### config.mk
export PLATFORM = sky130hd
export DESIGN_NAME = sine_phase_sequencer
export DESIGN_NICKNAME = d
export VERILOG_FILES = /design/src/rtl/sine_phase_sequencer.sv
export SDC_FILE = /design/constraint.sdc
export NUM_CORES = 1
export LEC_CHECK = 0
export ABC_AREA = 0
export BUFFER_PORTS_ARGS = -buffer_cell sky130_fd_sc_hd__clkbuf_2
export CORE_MARGIN = 2
export CORE_UTILIZATION = 64
export DETAILED_ROUTE_END_ITERATION = 12
export PLACE_DENSITY = 0.93
export SYNTH_ARGS = -nofsm -noshare
export SYNTH_HDL_FRONTEND = slang
export SYNTH_SLANG_ARGS = --single-unit
export TNS_END_PERCENT = 1
### constraint.sdc
create_clock -name clk -period 4.4 [get_ports clk]
set_input_delay 0.44 -clock clk [delete_from_list [all_inputs] [get_ports clk]]
set_output_delay 0.44 -clock clk [all_outputs]
set_load 0.01 [all_outputs]
### src/rtl/sine_phase_sequencer.sv
// sine_phase_sequencer
// Phase-accumulator sequencer for the sine generator's 64:1 output mux.
// The top six accumulator bits form the mux select. The sequencer counts
// completed waveform periods and can run continuously or for a fixed burst.
// A tuning word written while running is held as pending and becomes active
// only at a period boundary, so frequency changes are phase-continuous.
//
// state  | meaning
// IDLE   | accumulator parked at 0; tuning word loads the active register directly
// RUN    | accumulator advancing; sel is live
// FINISH | one-cycle terminal state; done and wrap pulse, then back to IDLE
module sine_phase_sequencer #(
  parameter int ACC_W = 16,
  parameter int CNT_W = 8
) (
  input  logic             clk,
  input  logic             rst_n,
  input  logic             start,
  input  logic             stop,
  input  logic [CNT_W-1:0] burst_len,
  input  logic [ACC_W-1:0] ftw,
  input  logic             ftw_valid,
  output logic             ftw_ready,
  output logic [5:0]       sel,
  output logic             sel_valid,
  output logic             wrap,
  output logic             busy,
  output logic             done,
  output logic [CNT_W-1:0] periods
);

  typedef enum logic [1:0] {IDLE, RUN, FINISH} state_t;

  state_t           state;
  logic [ACC_W-1:0] acc;
  logic [ACC_W-1:0] ftw_act;
  logic [ACC_W-1:0] ftw_pend;
  logic             pend_full;
  logic             stop_lat;
  logic [CNT_W-1:0] blen;

  logic [ACC_W:0]   sum;
  logic             carry;
  logic [CNT_W-1:0] periods_inc;
  logic             last_period;
  logic             ftw_fire;

  // Accumulator add with carry out; the carry marks a period boundary.
  assign sum         = {1'b0, acc} + {1'b0, ftw_act};
  assign carry       = sum[ACC_W];
  assign periods_inc = periods + CNT_W'(1);
  // A stop arriving on the overflow cycle itself still ends at this boundary.
  assign last_period = stop || stop_lat || ((blen != '0) && (periods_inc == blen));

  // In IDLE a word goes straight to the active register, so it is always accepted;
  // elsewhere it needs an empty pending slot.
  assign ftw_ready = (state == IDLE) || !pend_full;
  assign ftw_fire  = ftw_valid && ftw_ready;

  // Sequencer FSM with all outputs registered.
  always_ff @(posedge clk) begin
    if (!rst_n) begin
      state     <= IDLE;
      acc       <= '0;
      ftw_act   <= '0;
      ftw_pend  <= '0;
      pend_full <= 1'b0;
      stop_lat  <= 1'b0;
      blen      <= '0;
      sel       <= '0;
      sel_valid <= 1'b0;
      wrap      <= 1'b0;
      busy      <= 1'b0;
      done      <= 1'b0;
      periods   <= '0;
    end else begin
      wrap <= 1'b0;
      done <= 1'b0;
      case (state)
        IDLE: begin
          acc <= '0;
          if (ftw_fire) ftw_act <= ftw;
          // A zero increment would never advance the phase, so start is refused.
          if (start && (ftw_act != '0)) begin
            state     <= RUN;
            periods   <= '0;
            blen      <= burst_len;
            stop_lat  <= 1'b0;
            sel       <= '0;
            sel_valid <= 1'b1;
            busy      <= 1'b1;
          end
        end
        RUN: begin
          if (ftw_fire) begin
            ftw_pend  <= ftw;
            pend_full <= 1'b1;
          end
          if (stop) stop_lat <= 1'b1;
          if (carry) begin
            wrap    <= 1'b1;
            periods <= periods_inc;
            if (pend_full) begin
              ftw_act   <= ftw_pend;
              pend_full <= 1'b0;
            end
            if (last_period) begin
              state     <= FINISH;
              done      <= 1'b1;
              acc       <= '0;
              sel       <= '0;
              sel_valid <= 1'b0;
              busy      <= 1'b0;
            end else begin
              acc <= sum[ACC_W-1:0];
              sel <= sum[ACC_W-1 -: 6];
            end
          end else begin
            acc <= sum[ACC_W-1:0];
            sel <= sum[ACC_W-1 -: 6];
          end
        end
        FINISH: begin
          state    <= IDLE;
          acc      <= '0;
          stop_lat <= 1'b0;
          // A word still pending at the end of the burst becomes active here.
          if (pend_full) begin
            ftw_act   <= ftw_pend;
            pend_full <= 1'b0;
          end else if (ftw_fire) begin
            ftw_act <= ftw;
          end
        end
        default: begin
          state <= IDLE;
        end
      endcase
    end
  end

endmodule

==> summary.md <==
| Metric | Value |
|---|---|
| Status | finished clean |
| Setup WS post-layout | roughly 0.77 ns |
| Clock Path Buffers | 2 |
| CP startpoint kind | flop |
| # diodes | 0 |
| Postcts setup bufs | 0 |
| Final core occ | slightly above 70% |
| H-tree depth | 3 |
| Worst min path class | in -> reg |
| Core Region | 6760 µm² |
| Area leader, netlist | dfxtp_1 |
| RSZ-0062 raised after global routing | no |
| Inst Count DP | 641 |
| Hold-fix buffers, CTS | 0 |
| Post-Syn Area | 4430 µm² |
| Mean Syn Cell Area | roughly 8.1 µm² |
| Max-slew violations | 0 |
| First-pass GRT wire length | 18700 µm |
| Maximum number of pins on one net before global-route repair | 56 |
| Final WL | ~11000 µm |
| Drt pass-1 iters | 5 |
| Distinct cell type count after synthesis | 59 |
| Crit path cell chain | ha_1 > inv_1 > fa_1 > nand2b_1 > a21oi_2 > o211ai_2 > a311o_2 > a211oi_4 > o21ai_0 > o311a_1 |
| Worst path bufs/invs | 1 |
| Die W | 87.2 µm |
| Max-slew headroom | 11.4% |
| Vias in the first global route | 4080 |
| I/O pins | 48 |
| Critical Path RT | 4.65 ns |
| Layout Nets | 623 |
| Worst r2r src | ftw_act[0]$_SDFFE_PN0P_ |
| Synth top area cells | dfxtp_1 (35%), a21oi_1 (7.7%), ha_1 (5.9%) |
| Global placement routability congestion | 0.888 |
| Peak supply drop | 274 µV |
| Antenna violations before repair | 0 |
| Maxcap violations | 0 |
| CTS resizes | 0 |
| CP Launch Point | ftw_act[0]$_SDFFE_PN0P_ |
| Initial Util | 65.5% |
| Most common cell after layout, fill and taps aside | dfxtp_1 |
| Die height | between 80 and 90 µm |
| Total grt overflow | 0 |
| All-Layer GR Usage | a little under a third |
| Port bufs | 47 |
| Fraction of layout cells with a size suffix above 1 | ~15% |
| Layout Skew | 0.00863 ns |
| # DRC | 0 |
| Final Critical Period | 3.63 ns |
| Yosys warnings | 0 |
| Min-delay src | ftw[6] |
| FF+latch count, synth | between 70 and 80 |
| Die Footprint | between 7000 and 8000 µm² |
| Lkg Pwr | 1.99 nW |
| Pwr per Cell Area | approximately 380 nW/µm² |
| Post-synth ARST share | 0% |
| Crit Path Max Fanout | 32 |
| Top cell type's share of synthesized area | 34.8% |
| Initial DRC Count | roughly 390 |
| Critical Path AT | 3.88 ns |
| Mapped Nets | just under 600 |
| Clock Sinks | 77 |
| CTS clk-pin slew, worst paths | 0.09 ns |
| Post-Syn Instances | 545 |
| Slew at the pin closest to its max-slew limit | 1.33 ns |
| Most frequent cells in the layout | dfxtp_1 (77), a21oi_1 (68), nand2_1 (65) |
| Area growth syn-to-layout | 8.99% |
| Latest clock arrival within the worst-skew pair | 0.36 ns |
| Root buffer cell | clkbuf_8 |
| Reg area | about 1500 µm² |
| Setup violations, final | 0 |
| Delay-heaviest family, CP | compound AO/OA/AOI/OAI gates |
| Register area share after synthesis | 34.8% |
| Critical Path Sink Type | flop |
| Predominant post-synthesis flop cell | dfxtp_1 |
| Vias per cell | 6.58 |
| Critical path's largest stage delay | 0.95 ns |
| Post-synth EDFFs | 0 |
| Pwr Total | between 1.5 and 2 mW |
| CTS tree | built |
| Smallest hold slack | 0.309 ns |
| Final hold vios | 0 |
| Final period util | 82.5% |
| Final Non-Filler Cells | 657 |
| Site Rows | 30 |
| Kind of critical path | reg -> reg |
| Remaining antenna violation count | 0 |
| Placed Area | 4630 µm² |
| Design area | 4820 µm² |
| Total CTS buffers | 9 |
| Fmax | 0.275 GHz |
| DR vias | 4325 |
| Setup TNS | 0 ns |
| Area occupied by multi-input gates | 2660 µm² |
| Place WS | 0.916 ns |
| Routed WL per cell | 17.3 µm |
| HPWL after DPL | 7670 µm |
| Layout fillers | just over 500 |
| Crit-path slowest cell | a211oi_4 |
-- layout make-up --
| cell class | count | area share [%] |
|---|---|---|
| Multi-Input combinational cell | 415 | 55.1 |
| Sequential cell | 77 | 32.0 |
| Clock inverter | 5 | 0.856 |
| Inverter | 19 | 1.48 |
| Timing Repair Buffer | 50 | 5.34 |
| Clock buffer | 11 | 3.14 |
| Tap cell | 80 | 2.08 |
-- power breakdown --
group          leakage [nW]  internal [mW]  total [mW]  switching (mW)
clock network        0.0983          0.243       0.536           0.293
logic                  1.27          0.194       0.484           0.290
registers             0.627          0.759       0.827          0.0687
total                  1.99           1.20        1.85           0.651
-- flip-flops by register name (all words and copies together) (netlist names) --
| signal | flops |
|---|---|
| acc | 16 |
| blen | 8 |
| busy | 1 |
| done | 1 |
| ftw_act | 16 |
| ftw_pend | 16 |
| pend_full | 1 |
| periods | 8 |
| sel | 6 |
| state | 2 |
| stop_lat | 1 |
| wrap | 1 |
-- cells in the mapped netlist, types with 2 or more instances --
cell type   n
xor2_1      7
o21a_1      3
nand2_1    65
o21ai_1     2
inv_1      18
nand4_1     5
buf_2       5
nor2b_1     2
a31o_2      2
mux2i_1    10
xnor2_1    14
a41oi_1     2
a32oi_1    18
ha_1       21
nor2_1     47
buf_4       5
nor4_1      5
clkbuf_1   24
a21o_1      6
a21oi_2     2
and3_1      4
nand3_1    30
nor3_1      9
a21boi_0    2
a21oi_1    68
dfxtp_1    77
o21ai_0    26
nand2b_1    5
a211oi_1    3
and2_1      2
o31ai_1     2
a311oi_1    5
a31oi_1     4
o22ai_1     2
o311a_1    16
o21bai_1    4
-- final timing paths --
check        cells after the start  slack (ns)                   endpoint
max                             10        0.77   ftw_act[12]$_SDFFE_PN0P_
min                              3        0.31   ftw_pend[6]$_SDFFE_PN0P_
max reg2reg                     10        0.77   ftw_act[12]$_SDFFE_PN0P_
min reg2reg                      2        0.47  ftw_pend[15]$_SDFFE_PN0P_
-- worst reg2reg max path, delay by kind of cell, from the launching register on --
kind	cells	cell delay, ns
AOI/OAI and AO/OA	6	2.29
adders and majority gates	2	0.61
buffers and inverters	1	0.06
and+or+nand+nor	1	0.19
DFF	1	0.38
-- metal layers --
| layer | GRT usage (%) | wire length (µm) | part of all wire (%) | vias to the layer above |
|---|---|---|---|---|
| met5 | 0 | 0 | 0 | - |
| met1 | 37.8 | 4690 | 41 | 2020 |
| li1 | - | - | - | 2057 |
| met2 | 51.1 | 5500 | 48 | 203 |
| met4 | 17.6 | 406 | 3.6 | 0 |
| met3 | 4.36 | 739 | 6.5 | 45 |
-- cell families (layout without fill, tap and decap cells) --
| kind of cell | count (synthesis) | count (layout) | share of synthesized area (%) |
|---|---|---|---|
| AOI/OAI and AO/OA | 181 | 181 | 28.6 |
| xor gates and xnor gates | 21 | 21 | 4.16 |
| adders and majority gates | 22 | 22 | 6.39 |
| buffers and inverters | 53 | 85 | 5.06 |
| DFF | 77 | 77 | 34.8 |
| muxes | 10 | 10 | 2.26 |
| and+or+nand+nor | 181 | 181 | 18.7 |
No activity file was read; power rests on OpenSTA's default activity.
